$ cat config.mk
export PLATFORM = sky130hd
export DESIGN_NAME = operand_fetch
export DESIGN_NICKNAME = d
export VERILOG_FILES = /design/src/rtl/cpu_pkg.sv /design/src/rtl/operand_fetch_fwd_mux.sv /design/src/rtl/operand_fetch.sv
export SDC_FILE = /design/constraint.sdc
export NUM_CORES = 1
export LEC_CHECK = 0
export CORE_MARGIN = 4
export CORE_UTILIZATION = 41
export CTS_CLUSTER_SIZE = 30
export DETAILED_ROUTE_END_ITERATION = 12
export PLACE_DENSITY = 0.8
export RECOVER_POWER = 25
export SLEW_MARGIN = 20
export SYNTH_ARGS = -nofsm -noshare
export SYNTH_HDL_FRONTEND = slang
export SYNTH_SLANG_ARGS = --single-unit
$ cat constraint.sdc
create_clock -name CLK -period 2 [get_ports CLK]
set_input_delay 0.4 -clock CLK [delete_from_list [all_inputs] [get_ports CLK]]
set_output_delay 0.4 -clock CLK [all_outputs]
set_load 0.1 [all_outputs]
$ cat src/rtl/cpu_pkg.sv
// Shared CPU definitions used by decode, operand fetch and execute.
//   DW / AW / OPW : data, register-address and operation-field widths
//   REG_ZERO      : hard-wired zero register number
//   OP_*          : operation codes shared between decode and EX
//   of_state_e    : operand-fetch stall state
//   sat_inc16     : 16-bit saturating increment
package cpu_pkg;

    localparam int unsigned DW  = 32;
    localparam int unsigned AW  = 5;
    localparam int unsigned OPW = 6;

    localparam logic [AW-1:0] REG_ZERO = '0;

    localparam logic [OPW-1:0] OP_NOP  = 6'd0;
    localparam logic [OPW-1:0] OP_ADD  = 6'd1;
    localparam logic [OPW-1:0] OP_SUB  = 6'd2;
    localparam logic [OPW-1:0] OP_AND  = 6'd3;
    localparam logic [OPW-1:0] OP_OR   = 6'd4;
    localparam logic [OPW-1:0] OP_XOR  = 6'd5;
    localparam logic [OPW-1:0] OP_SLL  = 6'd6;
    localparam logic [OPW-1:0] OP_SRL  = 6'd7;
    localparam logic [OPW-1:0] OP_LOAD = 6'd8;
    localparam logic [OPW-1:0] OP_STORE= 6'd9;
    localparam logic [OPW-1:0] OP_BEQ  = 6'd10;
    localparam logic [OPW-1:0] OP_JAL  = 6'd11;

    typedef enum logic {
        ST_RUN   = 1'b0,
        ST_STALL = 1'b1
    } of_state_e;

    function automatic logic [15:0] sat_inc16(input logic [15:0] v);
        return (v == 16'hFFFF) ? v : v + 16'd1;
    endfunction

endpackage

$ cat src/rtl/operand_fetch_fwd_mux.sv
// fwd_mux: priority select for one source operand.
//   rs              : source register number
//   rf_data         : register-file read data for rs
//   ex_we/ex_load   : EX writes rd / EX instruction is a load
//   ex_rd/ex_data   : EX destination and result
//   wb_we/wb_rd/wb_data : WB write port (lands at the end of this cycle)
//   data            : selected operand
// Priority: register zero -> rf_data; EX (non-load) -> ex_data;
// WB -> wb_data; otherwise rf_data.
module fwd_mux #(
    parameter int unsigned DW = cpu_pkg::DW,
    parameter int unsigned AW = cpu_pkg::AW
) (
    input  logic [AW-1:0] rs,
    input  logic [DW-1:0] rf_data,
    input  logic          ex_we,
    input  logic          ex_load,
    input  logic [AW-1:0] ex_rd,
    input  logic [DW-1:0] ex_data,
    input  logic          wb_we,
    input  logic [AW-1:0] wb_rd,
    input  logic [DW-1:0] wb_data,
    output logic [DW-1:0] data
);
    import cpu_pkg::*;

    always_comb begin
        data = rf_data;
        if (rs == AW'(REG_ZERO)) begin
            data = rf_data;
        end else if (ex_we && !ex_load && (ex_rd == rs)) begin
            data = ex_data;
        end else if (wb_we && (wb_rd == rs)) begin
            data = wb_data;
        end
    end

endmodule

$ cat src/rtl/operand_fetch.sv
// operand_fetch: decode/execute boundary stage.
// Reads both sources from the register file in the accept cycle, resolves
// RAW hazards by EX/WB bypass, stalls on load-use, and registers operands
// towards EX behind a valid/ready handshake.
//   CLK, reset (async, active-low)
//   in_*      : decoded instruction and handshake from decode
//   rf_a*     : register-file read addresses (combinational copies of rs)
//   rf_do*    : register-file read data (combinational)
//   ex_*/wb_* : bypass sources from EX and WB
//   flush     : discard held and incoming instruction
//   out_*     : registered operands and handshake to EX
//   stall_count : saturating count of load-use stall cycles
module operand_fetch #(
    parameter int unsigned DW  = cpu_pkg::DW,
    parameter int unsigned AW  = cpu_pkg::AW,
    parameter int unsigned OPW = cpu_pkg::OPW
) (
    input  logic           CLK,
    input  logic           reset,
    input  logic           in_valid,
    output logic           in_ready,
    input  logic [AW-1:0]  in_rs1,
    input  logic [AW-1:0]  in_rs2,
    input  logic [AW-1:0]  in_rd,
    input  logic [OPW-1:0] in_op,
    input  logic [DW-1:0]  in_imm,
    output logic [AW-1:0]  rf_a1,
    output logic [AW-1:0]  rf_a2,
    input  logic [DW-1:0]  rf_do1,
    input  logic [DW-1:0]  rf_do2,
    input  logic           ex_we,
    input  logic           ex_load,
    input  logic [AW-1:0]  ex_rd,
    input  logic [DW-1:0]  ex_data,
    input  logic           wb_we,
    input  logic [AW-1:0]  wb_rd,
    input  logic [DW-1:0]  wb_data,
    input  logic           flush,
    output logic           out_valid,
    input  logic           out_ready,
    output logic [OPW-1:0] out_op,
    output logic [AW-1:0]  out_rd,
    output logic [DW-1:0]  out_src1,
    output logic [DW-1:0]  out_src2,
    output logic [DW-1:0]  out_imm,
    output logic [15:0]    stall_count
);
    import cpu_pkg::*;

    of_state_e      state_q, state_d;
    logic           out_valid_q, out_valid_d;
    logic [OPW-1:0] out_op_q, out_op_d;
    logic [AW-1:0]  out_rd_q, out_rd_d;
    logic [DW-1:0]  out_src1_q, out_src1_d;
    logic [DW-1:0]  out_src2_q, out_src2_d;
    logic [DW-1:0]  out_imm_q, out_imm_d;
    logic [15:0]    stall_count_q, stall_count_d;

    logic [DW-1:0]  sel1, sel2;
    logic           hazard;
    logic           accept;

    assign rf_a1 = in_rs1;
    assign rf_a2 = in_rs2;

    fwd_mux #(.DW(DW), .AW(AW)) u_fwd1 (
        .rs      (in_rs1),
        .rf_data (rf_do1),
        .ex_we   (ex_we),
        .ex_load (ex_load),
        .ex_rd   (ex_rd),
        .ex_data (ex_data),
        .wb_we   (wb_we),
        .wb_rd   (wb_rd),
        .wb_data (wb_data),
        .data    (sel1)
    );

    fwd_mux #(.DW(DW), .AW(AW)) u_fwd2 (
        .rs      (in_rs2),
        .rf_data (rf_do2),
        .ex_we   (ex_we),
        .ex_load (ex_load),
        .ex_rd   (ex_rd),
        .ex_data (ex_data),
        .wb_we   (wb_we),
        .wb_rd   (wb_rd),
        .wb_data (wb_data),
        .data    (sel2)
    );

    // A load in EX has no data yet, so a consumer of its rd must wait a cycle.
    always_comb begin
        hazard = in_valid && ex_we && ex_load && (ex_rd != AW'(REG_ZERO)) &&
                 ((ex_rd == in_rs1) || (ex_rd == in_rs2));
    end

    assign in_ready = !flush && !hazard && (!out_valid_q || out_ready);
    assign accept   = in_valid && in_ready;

    always_comb begin
        state_d       = state_q;
        stall_count_d = stall_count_q;
        out_valid_d   = out_valid_q;
        out_op_d      = out_op_q;
        out_rd_d      = out_rd_q;
        out_src1_d    = out_src1_q;
        out_src2_d    = out_src2_q;
        out_imm_d     = out_imm_q;

        case (state_q)
            ST_RUN:   if (hazard && !flush) state_d = ST_STALL;
            ST_STALL: state_d = ST_RUN;
            default:  state_d = ST_RUN;
        endcase

        if (state_q == ST_STALL) begin
            stall_count_d = sat_inc16(stall_count_q);
        end

        // flush blocks accept via in_ready, so it only needs to clear valid.
        if (flush) begin
            out_valid_d = 1'b0;
        end else if (accept) begin
            out_valid_d = 1'b1;
        end else if (out_valid_q && out_ready) begin
            out_valid_d = 1'b0;
        end

        if (accept) begin
            out_op_d   = in_op;
            out_rd_d   = in_rd;
            out_src1_d = sel1;
            out_src2_d = sel2;
            out_imm_d  = in_imm;
        end
    end

    always_ff @(posedge CLK or negedge reset) begin
        if (!reset) begin
            state_q       <= ST_RUN;
            stall_count_q <= '0;
            out_valid_q   <= 1'b0;
            out_op_q      <= '0;
            out_rd_q      <= '0;
            out_src1_q    <= '0;
            out_src2_q    <= '0;
            out_imm_q     <= '0;
        end else begin
            state_q       <= state_d;
            stall_count_q <= stall_count_d;
            out_valid_q   <= out_valid_d;
            out_op_q      <= out_op_d;
            out_rd_q      <= out_rd_d;
            out_src1_q    <= out_src1_d;
            out_src2_q    <= out_src2_d;
            out_imm_q     <= out_imm_d;
        end
    end

    assign out_valid   = out_valid_q;
    assign out_op      = out_op_q;
    assign out_rd      = out_rd_q;
    assign out_src1    = out_src1_q;
    assign out_src2    = out_src2_q;
    assign out_imm     = out_imm_q;
    assign stall_count = stall_count_q;

endmodule

==> results of run 1 <==
## worst register-to-register path, delay by kind of cell (launching register included)
| family | cells | cell delay [ns] |
|---|---|---|
| adder cells (fa/ha/maj) | 1 | 0.26 |
| flip-flops | 1 | 0.52 |
| AND/OR/NAND/NOR | 4 | 0.80 |
| XOR/XNOR | 1 | 0.17 |
## registers in the layout (all words and copies together), names as in the netlist
signal,flops
out_valid,1
out_src1,32
stall_count,16
out_imm,32
out_op,6
out_rd,5
out_src2,32
state_q,1
## what timing repair did
item,4_1_cts,5_1_grt
endpoints found under the setup margin,108,63
pin swaps,12,19
hold buffers,1,0
endpoints found under the hold margin,25,0
setup buffers,7,5
gates cloned,0,2
resized for setup,42,47
## worst max-delay path by stage
stage	startpoint	endpoint	slack, ns	cells past startpoint
final	in_rs2[1]	in_ready	0.004	7
after global routing	ex_rd[3]	out_src1[23]$_DFFE_PN0P_	-0.04	11
after CTS	in_rs2[0]	in_ready	0.0007	7
after detailed placement	ex_rd[0]	out_src1[23]$_DFFE_PN0P_	-0.64	9
after global placement	ex_rd[0]	out_src1[23]$_DFFE_PN0P_	-0.61	9
after floorplan	ex_rd[3]	out_src1[10]$_DFFE_PN0P_	-0.003	7
## cell type report
| cell class | instances | area (um^2) | area share |
|---|---|---|---|
| repair buffers | 409 | 3910 | 0.346 |
| multi-input cells | 460 | 3350 | 0.297 |
| flip-flops and latches | 125 | 3160 | 0.280 |
| clock buffers | 18 | 429 | 0.0380 |
| well taps | 216 | 270 | 0.0239 |
| clock inverters | 14 | 174 | 0.0154 |
| inverters | 1 | 3.75 | 0.000332 |
## per-stage QoR
stage | hold WS (ns) | setup slack [ns] | util
2_1_floorplan | 0.104 | -0.00332 | -
3_3_place_gp | 0.384 | -0.607 | 0.659
3_5_place_dp | 0.381 | -0.636 | 0.659
4_1_cts | 0.479 | 0.000675 | 0.704
5_1_grt | 0.482 | -0.0357 | 0.711
6_report | 0.482 | 0.00369 | 0.711
## kinds of logic after synthesis
logic type      share of synthesized area
fa+ha+maj                         0.00189
compound gates                     0.0945
simple gates                        0.164
xor+xnor                           0.0449
flops                               0.471
buf+inv                            0.0492
mux                                 0.174
## layout by cell type, fill, tap and decap left out, types with 17 or more instances in the layout
cell type        count
a21oi_1             25
buf_12              27
buf_4              170
clkbuf_16           19
clkdlybuf4s50_1    179
dfrtp_1            108
mux2_1              43
mux2_2              31
mux2i_1             31
nand2_1             73
nand2b_1            35
nor2_1              37
o21ai_1             31
o31ai_1             31
or3_1               32
xnor2_1             17
## power groups by stage
stage	registers [mW]	logic, mW	clock network (mW)
final	3.16	5.05	3.17
after global routing	3.21	5.21	3.35
after CTS	3.16	5.06	3.22
after detailed placement	3.20	5.03	0
after global placement	3.19	4.98	0
after floorplan	6.03	0.660	0
## layer usage
metal	wire length (um)	vias up
li1	-	2996
met1	8810	3028
met2	11800	285
met3	2150	53
met4	896	0
met5	0	-
==> impl_metrics.yaml, run 1 <==
hold_path:
  holdPathStages: 2
  hold_end: "out_src2[22]$_DFFE_PN0P_"
  min_from: "out_src2[22]$_DFFE_PN0P_"
  min_path_type: "flop to flop"
routing:
  vias: 6362
  ant_nets: 0
  first_pass_iters: 4
  routed_wl_um: 23700
  viasPerCell: 5.12
  post_drt_wl_per_cell_um: 19.0
  drt_iter0_drc: 259
  drc: 0
worst_setup_path:
  crit_family: "buffers and inverters"
  path_class: "input pin to output port"
  reg2reg_to: "stall_count[14]$_DFFE_PN0P_"
  worstReg2RegStart: "stall_count[0]$_DFFE_PN0P_"
  start_kind: "input pin"
  crit_path_max_fanout: 3
  path_buf_inv: 2
  r2r_slack_ns: 0.12
  cp.arrival_ns: 1.60
  critPathMaxStageDelay_ns: 0.26
  r2r_cells: 6
  worstPathRequired_ns: 1.60
  end_kind: "output port"
  crit_chain: "clkdlybuf4s15_1 > xnor2_1 > nand3_2 > o22ai_2 > and4_4 > a21oi_4 > buf_12"
  cp_slowest_cell: "and4_4"
flow_run:
  maxCapViolations: 0
logic_synthesis:
  synth_edf_count: 0
  yosysUniqueCellTypes: 41
  yosysTopAreaCell: "dfrtp_1"
  synthCells: 638
  ys_seq_area_frac: 0.471
  synth_common_cells: "dfrtp_1 (125), nand2_1 (74), mux2_1 (43)"
  synthArstFlopShare: 1.00
  yosysMostFrequentCell: "dfrtp_1"
  ys_top_cells_by_area: "dfrtp_1 (47%), mux2_1 (7.3%), mux2_2 (5.4%)"
  ys_ff_latch: 125
  syn_nets: 838
  yosysWarnings: 0
  avgSynthCellArea_um2: 10.4
  synth_flop_cell: "dfrtp_1"
  netlist_area_um2: 6640
  netlist.area_leader.share: 0.471
sta:
  setup_viol: 0
  fin_crit_ns: 2.00
  period_share: 0.998
  hold_viol: 0
  tightest_slew_ns: 0.792
  setup_tns_ns: 0
  drv_slew: 0
  max_freq_mhz: 501
  max_slew_margin: 0.472
  fin_worst_skew_ns: 0.0118
grt:
  grt_util_met1: 0.272
  grt_use_met3: 0.0828
  grtUsageMet2: 0.435
  grt_antenna_before_repair: 0
  track_usage: 0.249
  grt_pass1_wl_um: 35100
  grt_max_degree: 47
  grt_pass1_vias: 6624
  overflow: 0
  top_usage_layer: "met2"
pwr:
  power.switching_mw: 5.26
  power_density_nw_per_um2: 1010
  seqPwrFrac: 0.278
  internal_power_mw: 6.11
  p_leak_nw: 4.88
  comb_power_share: 0.443
  switching_share: 0.463
  vdd_drop_max_mv: 0.684
  power_mw: 11.4
  power_frac_clock: 0.279
place:
  dpl.hpwl_um: 18000
  dp_cells: 1196
  io_buffers: 333
  placed_area_um2: 10500
  gp_congestion: 0.863
floorplanning:
  initial_core_util: 0.418
  fp.dieW_um: 135
  die_h_um: 135
  top_level_ports: 334
  std_cell_rows: 46
  core_area_um2: 15900
  dieArea_um2: 18300
layout:
  final_nets: 1214
  final_cell_area_um2: 11300
  diodes: 0
  layout.cells.non_filler: 1243
  drive_gt1_frac: 0.325
  syn_to_final_growth_pct: 70.3
  fill_cells: 1158
clock_network:
  cts_tree: "built"
  cts_root_buf: "clkbuf_16"
  clock_path_buffers: 2
  insertion_delay_ns: 0.42
  clock-sinks: 125
  numCtsBuffers: 17
  path_clk_slew_ns: 0.06
  h-tree-depth: 4
run_status:
  status: "completed"
Power figures use the tool's default switching activity.
==> run 2, diff against run 1 <==
--- a/config.mk
+++ b/config.mk
@@ -11,7 +11,7 @@
 export DETAILED_ROUTE_END_ITERATION = 12
 export PLACE_DENSITY = 0.8
 export RECOVER_POWER = 25
-export SLEW_MARGIN = 20
+export SLEW_MARGIN = 25
 export SYNTH_ARGS = -nofsm -noshare
 export SYNTH_HDL_FRONTEND = slang
 export SYNTH_SLANG_ARGS = --single-unit
==> results of run 2 <==
The final DEF is identical to that of run 1; final timing and power are the same.
